--- src/rtl/gate_alu_scheduler.sv ---
// Round-robin scheduler sharing one registered 4-bit logic-gate datapath among NREQ requesters.
// One op in flight: IDLE (grant + latch) -> EXEC (compute) -> DONE (hold until res_ready).
module gate_alu_scheduler #(
    parameter int unsigned NREQ = 4,
    parameter int unsigned W    = 4
) (
    input  logic              clk,
    input  logic              rst_n,
    input  logic [NREQ-1:0]   req_valid,
    input  logic [3*NREQ-1:0] req_op,
    input  logic [W*NREQ-1:0] req_a,
    input  logic [W*NREQ-1:0] req_b,
    output logic [NREQ-1:0]   req_ready,
    output logic              res_valid,
    input  logic              res_ready,
    output logic [W-1:0]      res_data,
    output logic [2:0]        res_id,
    output logic              res_err,
    output logic              busy,
    output logic [7:0]        ops_done
);

    localparam int unsigned IdW = 3;

    localparam logic [1:0] IDLE = 2'd0;
    localparam logic [1:0] EXEC = 2'd1;
    localparam logic [1:0] DONE = 2'd2;

    logic [1:0]     state_q, state_d;
    logic [IdW-1:0] rr_ptr_q, rr_ptr_d;
    logic [2:0]     op_q, op_d;
    logic [W-1:0]   a_q, a_d, b_q, b_d;
    logic [IdW-1:0] id_q, id_d;
    logic           res_valid_q, res_valid_d;
    logic [W-1:0]   res_data_q, res_data_d;
    logic [IdW-1:0] res_id_q, res_id_d;
    logic           res_err_q, res_err_d;
    logic [7:0]     ops_done_q, ops_done_d;

    logic [2*NREQ-1:0] valid_rot;
    logic              grant_found;
    logic [IdW-1:0]    grant_idx;
    logic [IdW:0]      grant_sum;
    logic [2:0]        op_sel;
    logic [W-1:0]      a_sel, b_sel;
    logic [W-1:0]      alu_res;
    logic              alu_err;

    // Rotate so that bit 0 is the rr_ptr requester; first set bit is the winner's offset.
    always_comb begin
        valid_rot   = {req_valid, req_valid} >> rr_ptr_q;
        grant_found = 1'b0;
        grant_sum   = '0;
        grant_idx   = '0;
        for (int i = 0; i < int'(NREQ); i++) begin
            if (!grant_found && valid_rot[i]) begin
                grant_found = 1'b1;
                grant_sum   = {1'b0, rr_ptr_q} + (IdW+1)'(i);
            end
        end
        if (grant_sum >= (IdW+1)'(NREQ)) begin
            grant_idx = IdW'(grant_sum - (IdW+1)'(NREQ));
        end else begin
            grant_idx = grant_sum[IdW-1:0];
        end
    end

    always_comb begin
        op_sel    = '0;
        a_sel     = '0;
        b_sel     = '0;
        req_ready = '0;
        for (int i = 0; i < int'(NREQ); i++) begin
            if (grant_idx == IdW'(i)) begin
                op_sel = req_op[3*i +: 3];
                a_sel  = req_a[W*i +: W];
                b_sel  = req_b[W*i +: W];
                req_ready[i] = (state_q == IDLE) && grant_found;
            end
        end
    end

    always_comb begin
        alu_res = '0;
        alu_err = 1'b0;
        case (op_q)
            3'd0:    alu_res = ~a_q;
            3'd1:    alu_res = a_q & b_q;
            3'd2:    alu_res = a_q | b_q;
            3'd3:    alu_res = a_q ^ b_q;
            3'd4:    alu_res = ~(a_q & b_q);
            3'd5:    alu_res = a_q;
            default: alu_err = 1'b1;
        endcase
    end

    always_comb begin
        state_d     = state_q;
        rr_ptr_d    = rr_ptr_q;
        op_d        = op_q;
        a_d         = a_q;
        b_d         = b_q;
        id_d        = id_q;
        res_valid_d = res_valid_q;
        res_data_d  = res_data_q;
        res_id_d    = res_id_q;
        res_err_d   = res_err_q;
        ops_done_d  = ops_done_q;
        case (state_q)
            IDLE: begin
                if (grant_found) begin
                    op_d     = op_sel;
                    a_d      = a_sel;
                    b_d      = b_sel;
                    id_d     = grant_idx;
                    rr_ptr_d = (grant_idx == IdW'(NREQ - 1)) ? '0 : grant_idx + 1'b1;
                    state_d  = EXEC;
                end
            end
            EXEC: begin
                res_data_d  = alu_res;
                res_err_d   = alu_err;
                res_id_d    = id_q;
                res_valid_d = 1'b1;
                state_d     = DONE;
            end
            DONE: begin
                if (res_ready) begin
                    res_valid_d = 1'b0;
                    ops_done_d  = ops_done_q + 8'd1;
                    state_d     = IDLE;
                end
            end
            default: state_d = IDLE;
        endcase
    end

    always_ff @(posedge clk or negedge rst_n) begin
        if (!rst_n) begin
            state_q     <= IDLE;
            rr_ptr_q    <= '0;
            op_q        <= '0;
            a_q         <= '0;
            b_q         <= '0;
            id_q        <= '0;
            res_valid_q <= 1'b0;
            res_data_q  <= '0;
            res_id_q    <= '0;
            res_err_q   <= 1'b0;
            ops_done_q  <= '0;
        end else begin
            state_q     <= state_d;
            rr_ptr_q    <= rr_ptr_d;
            op_q        <= op_d;
            a_q         <= a_d;
            b_q         <= b_d;
            id_q        <= id_d;
            res_valid_q <= res_valid_d;
            res_data_q  <= res_data_d;
            res_id_q    <= res_id_d;
            res_err_q   <= res_err_d;
            ops_done_q  <= ops_done_d;
        end
    end

    assign res_valid = res_valid_q;
    assign res_data  = res_data_q;
    assign res_id    = res_id_q;
    assign res_err   = res_err_q;
    assign busy      = (state_q != IDLE);
    assign ops_done  = ops_done_q;

endmodule

--- config.mk ---
export PLATFORM = sky130hd
export DESIGN_NAME = gate_alu_scheduler
export DESIGN_NICKNAME = d
export VERILOG_FILES = /design/src/rtl/gate_alu_scheduler.sv
export SDC_FILE = /design/constraint.sdc
export NUM_CORES = 1
export LEC_CHECK = 0
export BUFFER_PORTS_ARGS = -buffer_cell sky130_fd_sc_hd__buf_2
export CAP_MARGIN = 20
export CORE_MARGIN = 10
export CORE_UTILIZATION = 52
export DETAILED_ROUTE_END_ITERATION = 16
export MAX_ROUTING_LAYER = met4
export PLACE_DENSITY = 0.92
export SKIP_LAST_GASP = 1
export SLEW_MARGIN = 5
export SYNTH_ARGS = -nofsm -noshare
export SYNTH_HDL_FRONTEND = slang
export SYNTH_SLANG_ARGS = --single-unit
--- constraint.sdc ---
create_clock -name clk -period 3.89 [get_ports clk]
set_clock_uncertainty 0.15 [all_clocks]
set_input_delay 0.778 -clock clk [delete_from_list [all_inputs] [get_ports clk]]
set_output_delay 0.778 -clock clk [all_outputs]
set_load 0.03 [all_outputs]
==> results of run 1 <==
-- cell families (layout without fill, tap and decap cells) --
kind of cell,after synthesis,after routing,share of synthesized area [%]
muxes,15,15,7.58
buffers and inverters,34,99,5.89
AOI/OAI and AO/OA,77,77,21.6
and+or+nand+nor,92,92,17.7
adders and majority gates,17,17,8.42
DFF,36,36,35.7
xor gates and xnor gates,9,9,3.12
-- sequential cells by signal, summed over array words and instances, names as in the netlist --
name       count
id_q           3
res_err        1
res_data       4
b_q            4
rr_ptr_q       3
ops_done       8
a_q            4
op_q           3
state_q        2
res_valid      1
res_id         3
-- power by group through the flow --
stage	logic, mW	registers (mW)	clock network [mW]
after floorplan	1.43	0.769	0
after global placement	1.79	0.720	0
after detailed placement	1.85	0.733	0
after CTS	1.86	0.724	0.324
after global routing	2.11	0.762	0.341
final	1.86	0.728	0.315
-- worst min path at each step --
stage	from	cells past startpoint	end	slack, ns
3_5_place_dp	ops_done[7]$_DFFE_PN0P_	1	ops_done[7]$_DFFE_PN0P_	0.31
6_report	ops_done[7]$_DFFE_PN0P_	1	ops_done[7]$_DFFE_PN0P_	0.32
3_3_place_gp	ops_done[7]$_DFFE_PN0P_	1	ops_done[7]$_DFFE_PN0P_	0.31
4_1_cts	ops_done[7]$_DFFE_PN0P_	1	ops_done[7]$_DFFE_PN0P_	0.32
2_1_floorplan	id_q[1]$_DFFE_PN0P_	2	id_q[1]$_DFFE_PN0P_	0.30
5_1_grt	ops_done[7]$_DFFE_PN0P_	1	ops_done[7]$_DFFE_PN0P_	0.35
-- worst max-delay path, delay by kind of cell --
family / cells / cell delay [ns]
adders and majority gates: 1 / 0.28
AOI/OAI and AO/OA: 2 / 0.36
buffers and inverters: 2 / 0.32
muxes: 1 / 0.57
and+or+nand+nor: 3 / 0.41
-- layout by cell type (no fill, tap or decap), drive strengths merged, types with 6 or more instances in the layout --
cell / count
a211oi: 6
a21oi: 19
a221oi: 11
and3: 7
buf: 76
clkbuf: 6
dfrtp: 36
ha: 17
inv: 15
mux2: 10
nand2: 34
nor2: 13
nor2b: 15
nor3: 11
o21ai: 13
o31ai: 13
xnor2: 7
-- layer usage --
layer	track usage, %	up-vias	part of all wire [%]
li1	-	1137	-
met1	19.2	1025	49
met2	23.3	77	44
met3	4.90	6	6.3
met4	5.66	0	1.3
met5	-	-	0
-- cell type report --
cell class / count / area, µm² / area share, %
tap: 67 / 83.8 / 2.78
clock inverter: 2 / 35.0 / 1.16
multi-input combinational: 210 / 1480 / 49.0
clock buffer: 6 / 72.6 / 2.40
sequential: 36 / 903 / 29.9
timing repair buffer: 76 / 390 / 12.9
inverter: 15 / 56.3 / 1.86
-- repair_timing --
item                                    in CTS  in global routing
endpoints found under the setup margin       0                 15
gates resized for setup                      0                  3
endpoints found under the hold margin        0                  0
==> metrics.md, run 1 <==
| Metric | Value |
|---|---|
| Status | `finished clean` |
| CTS Buf Count | `5` |
| Synth top area cells | `dfrtp_1, ha_1, nand2_1` |
| Non-Filler Instances | `412` |
| Final min period | `3.66 ns` |
| Worst setup margin | `0.231 ns` |
| Synth cell types | `41` |
| Yosys top cell area share | `35.7%` |
| Placed insts | `404` |
| Post-CTS Setup Inserts | `0` |
| CTS tree | `built` |
| Comb pwr share | `64.1%` |
| Initial Utilization | `53.5%` |
| Iteration count of the initial detailed-routing pass | `5` |
| Fmax | `273 MHz` |
| Worst Setup EP | `req_ready[1]` |
| Die Height | `89.7 µm` |
| Avg Cell Area, Syn | `9.02 µm²` |
| Post-synth top cells | `dfrtp_1, nand2_1, a21oi_1, ha_1, nor2b_1` |
| Final net count | `412` |
| Gpl congestion | `0.837` |
| Period utilization | `94.1%` |
| Crit path max-delay cell type | `mux4_2` |
| Worst r2r path cells | `11` |
| Most frequent cell after synthesis | `dfrtp_1` |
| Mapped Area | `2530 µm²` |
| Largest net degree at the start of global routing | `37` |
| GRT Util Overall | `15.6%` |
| Drc violations | `0` |
| Pleak | `1.45 nW` |
| Power Density | `962 nW/µm²` |
| Antenna diodes | `0` |
| Pre-CTS WS | `-0.00984 ns` |
| Syn_nets | `348` |
| Sequential area share after synthesis | `35.7%` |
| Worst slew pin tran | `0.759 ns` |
| Sequential fraction of design power | `25.1%` |
| Design area | `3020 µm²` |
| Synthesized flop and latch total | `36` |
| Clock latency on the worst-skew pair | `0.29 ns` |
| Hold WC Path Type | `reg2reg` |
| Initial DRC count | `102` |
| Critical R2R Launch | `rr_ptr_q[0]$_DFFE_PN0P_` |
| Remaining global-route overflow | `0` |
| Area leader, netlist | `dfrtp_1` |
| Vias in the first global route | `2350` |
| Post-synth ARST share | `100%` |
| Maximum buffer depth of the clock tree | `2` |
| Die Wd | `89.7 µm` |
| Sw Ratio | `48.3%` |
| Max_slew headroom | `49.4%` |
| Core Region | `4720 µm²` |
| Vias per cell | `5.45` |
| Crit-path cells | `buf_2 > nor2b_1 > mux4_2 > o21bai_1 > nand2_1 > o31ai_1 > ha_1 > and3_1 > buf_2` |
| Number of H-tree levels | `2` |
| Reg2reg end | `b_q[1]$_DFFE_PN0P_` |
| Endpoints failing setup | `0` |
| Critical Path AT | `2.73 ns` |
| Dpl cell area | `2910 µm²` |
| Global-route wire length before repair | `10500 µm` |
| Cells after Synth | `280` |
| Fill cells | `403` |
| Worst Setup SP | `req_valid[0]` |
| Maximum VDD drop | `0.830 mV` |
| DRT antenna net count | `0` |
| Setup tns final | `0 ns` |
| Reg2reg setup slack | `0.59 ns` |
| Critical Path End Type | `output port` |
| # rows | `25` |
| Layout cells sized above 1 | `29.3%` |
| RSZ-0062 raised after global routing | `false` |
| Port-buffer cells | `72` |
| Clock share of power | `10.8%` |
| Psw | `1.40 mW` |
| Worst-path maximum fanout | `7` |
| Root buffer cell | `clkbuf_8` |
| Overall Power | `2.90 mW` |
| CP startpoint kind | `primary input` |
| Post-Route WL | `5950 µm` |
| Cts hold-fix bufs | `0` |
| P&R area growth vs syn | `19.6%` |
| Max stage delay on crit path | `0.57 ns` |
| Number of synthesized flops with an enable pin | `0` |
| Crit Path Category | `in2out` |
| Dpl hpwl | `4660 µm` |
| Yosys warnings | `0` |
| Reg clk slew, reported paths | `0.06 ns` |
| Pins Over Slew Limit | `0` |
| Synth Flop Type | `dfrtp_1` |
| Clk sinks | `36` |
| Req. time, crit path | `2.96 ns` |
| WHS | `0.317 ns` |
| DIE AREA | `8050 µm²` |
| Final core occ | `63.9%` |
| Max-cap viol count | `0` |
| Most frequent CP cell | `buf_2` |
| Vias | `2245` |
| Initial antenna violation count | `0` |
| Final Hold Viols | `0` |
| WL per Instance | `14.4 µm` |
| I/O pin count | `73` |
| Power Internal | `1.50 mW` |
Note: power is estimated with default switching activity, not from simulation.
==> run 2: changes to the inputs <==
Settings changed: CORE_ASPECT_RATIO set to 1.4, CORE_UTILIZATION 52 to 34, PLACE_DENSITY 0.92 to 0.68.
==> metrics.md, run 2 (synthesis gave the netlist of run 1 again) <==
| Metric | Value |
|---|---|
| RSZ-0062 raised after global routing | `false` |
| Pre-CTS WS | `0.219 ns (+0.229 ns)` |
| Post-CTS Resized | `0 (unchanged)` |
| Fmax | `273 MHz (-0.19%)` |
| Reg2reg setup slack | `0.62 ns (+0.03 ns)` |
| P&R area growth vs syn | `20.4%` |
| WL per Instance | `14.0 µm (-3.2%)` |
| Max stage delay on crit path | `0.58 ns (about the same)` |
| Vias | `2213 (-1.4%)` |
| Worst setup margin | `0.224 ns (-0.00685 ns)` |
| Initial antenna violation count | `0 (unchanged)` |
| Fill cells | `794 (+97%)` |
| Worst r2r path cells | `12 (+1)` |
| Period utilization | `94.2% (+0.18 points)` |
| Largest net degree at the start of global routing | `37 (unchanged)` |
| Critical Path AT | `2.74 ns (about the same)` |
| Crit Path Category | `in2out` |
| Setup tns final | `0 ns (unchanged)` |
| DIE AREA | `11300 µm² (+41%)` |
| Worst-path maximum fanout | `7 (unchanged)` |
| Crit path max-delay cell type | `mux4_2` |
| I/O pin count | `73 (unchanged)` |
| Dpl hpwl | `4990 µm (+7.1%)` |
| Vias in the first global route | `2230 (-5.1%)` |
| Hold path cells | `2 (+1)` |
| Vias per cell | `5.00 (-8.3%)` |
| Design area | `3040 µm² (+0.70%)` |
| Most frequent CP cell | `buf_2` |
| Max FFs per register | `8 (unchanged)` |
| Cts hold-fix bufs | `0 (unchanged)` |
| Final min period | `3.67 ns (+0.00685 ns)` |
| Max_slew headroom | `47.3% (-2.1 points)` |
| Antenna diodes | `0 (unchanged)` |
| Maximum buffer depth of the clock tree | `2 (unchanged)` |
| Critical R2R Launch | `rr_ptr_q[1]$_DFFE_PN0P_` |
| Pins Over Slew Limit | `0 (unchanged)` |
| CP startpoint kind | `primary input` |
| Hold WC Path Type | `reg2reg` |
| Iteration count of the initial detailed-routing pass | `4 (-1)` |
| Req. time, crit path | `2.96 ns (about the same)` |
| Number of H-tree levels | `2 (unchanged)` |
| CTS tree | `built` |
| Gpl congestion | `0.816 (-2.5%)` |
| Endpoints failing setup | `0 (unchanged)` |
| Final Hold Viols | `0 (unchanged)` |
| Final net count | `413 (+0.24%)` |
| WHS Endpoint | `res_data[1]$_DFFE_PN0P_` |
| Post-CTS Setup Inserts | `0 (unchanged)` |
| # rows | `37 (+48%)` |
| Placed insts | `435 (+7.7%)` |
| Clock latency on the worst-skew pair | `0.29 ns (about the same)` |
| Dpl cell area | `2950 µm² (+1.5%)` |
| Post-Route WL | `6190 µm (+4.0%)` |
| DRT antenna net count | `0 (unchanged)` |
| Drc violations | `0 (unchanged)` |
| Maximum VDD drop | `0.796 mV (-4.1%)` |
| Critical Path End Type | `output port` |
| Crit-path cells | `buf_2 > nor2b_1 > mux4_2 > nor4_1 > a21oi_1 > o22a_1 > inv_1 > ha_1 > and3_1 > buf_2` |
| Port-buffer cells | `72 (unchanged)` |
| Global-route wire length before repair | `10300 µm (-1.7%)` |
| Hold Crit Start | `res_data[1]$_DFFE_PN0P_` |
| Reg clk slew, reported paths | `0.07 ns (about the same)` |
| Clk sinks | `36 (unchanged)` |
| Reg2reg end | `a_q[1]$_DFFE_PN0P_` |
| Core Region | `7310 µm² (+55%)` |
| Initial Utilization | `34.5% (-19 points)` |
| Remaining global-route overflow | `0 (unchanged)` |
| CTS Buf Count | `5 (unchanged)` |
| Max-cap viol count | `0 (unchanged)` |
| Status | `finished clean` |
| Pleak | `1.45 nW (-0.13%)` |
| Initial DRC count | `89 (-13%)` |
| Layout cells sized above 1 | `29.2% (-0.085 points)` |
| Die Wd | `92.9 µm (+3.5%)` |
| Die Height | `122 µm (+36%)` |
| Commonest cells after routing, fill and taps aside | `buf_2, dfrtp_1, nand2_1` |
| Worst slew pin tran | `0.791 ns (+0.0319 ns)` |
| Commonest non-fill, non-tap cell in the layout | `buf_2` |
| Seq. cell area | `902 µm² (-0.14%)` |
| GRT Util Overall | `11.4% (-4.2 points)` |
| Multi-input gate area | `1480 µm² (-0.17%)` |
| Root buffer cell | `clkbuf_8` |
| Power Density | `942 nW/µm² (-2.1%)` |
| Non-Filler Instances | `443 (+7.5%)` |
## run 2: worst max path at each step
stage / startpoint / endpoint / slack (ns) / depth (start not counted)
2_1_floorplan: req_valid[0] / req_ready[3] / 0.006 / 10
3_3_place_gp: req_valid[0] / req_ready[2] / 0.31 / 10
3_5_place_dp: req_valid[0] / req_ready[2] / 0.22 / 10
4_1_cts: rr_ptr_q[0]$_DFFE_PN0P_ / req_ready[2] / 0.13 / 8
5_1_grt: rr_ptr_q[1]$_DFFE_PN0P_ / req_ready[1] / 0.04 / 8
6_report: req_valid[0] / req_ready[2] / 0.22 / 10
## run 2: metal layers
metal	routed length, µm	track usage (%)	vias to the layer above
li1	-	-	1142
met1	2790	13.4	1008
met2	3060	18.3	53
met3	220	2.15	10
met4	118	5.22	0
met5	0	-	-
## run 2: area by class of cell
| class | count | share of cell area [%] |
|---|---|---|
| repair buffers | 77 | 13.1 |
| multi-input cells | 210 | 48.5 |
| well taps | 97 | 3.99 |
| inverters | 15 | 1.85 |
| clock inverters | 3 | 0.617 |
| flip-flops and latches | 36 | 29.7 |
| clock buffers | 5 | 2.26 |
## run 2: through the flow
stage	total power [mW]	utilization, %	hold slack, ns
floorplan	2.20	-	0.296
detailed placement	2.63	40.4	0.315
global route	3.16	41.6	0.356
finish	2.87	41.6	0.323
CTS	2.90	41.6	0.331
global placement	2.57	40.4	0.308
## run 2: critical path, delay by kind of cell
kind | cells | cell delay, ns
AO/OA/AOI/OAI | 2 | 0.31
adder cells (fa/ha/maj) | 1 | 0.18
buffers and inverters | 3 | 0.41
multiplexers | 1 | 0.58
AND/OR/NAND/NOR | 3 | 0.48
## run 2: where the power goes
part	internal, mW	switching [mW]
logic	0.789	1.09
registers	0.532	0.190
clock network	0.125	0.135
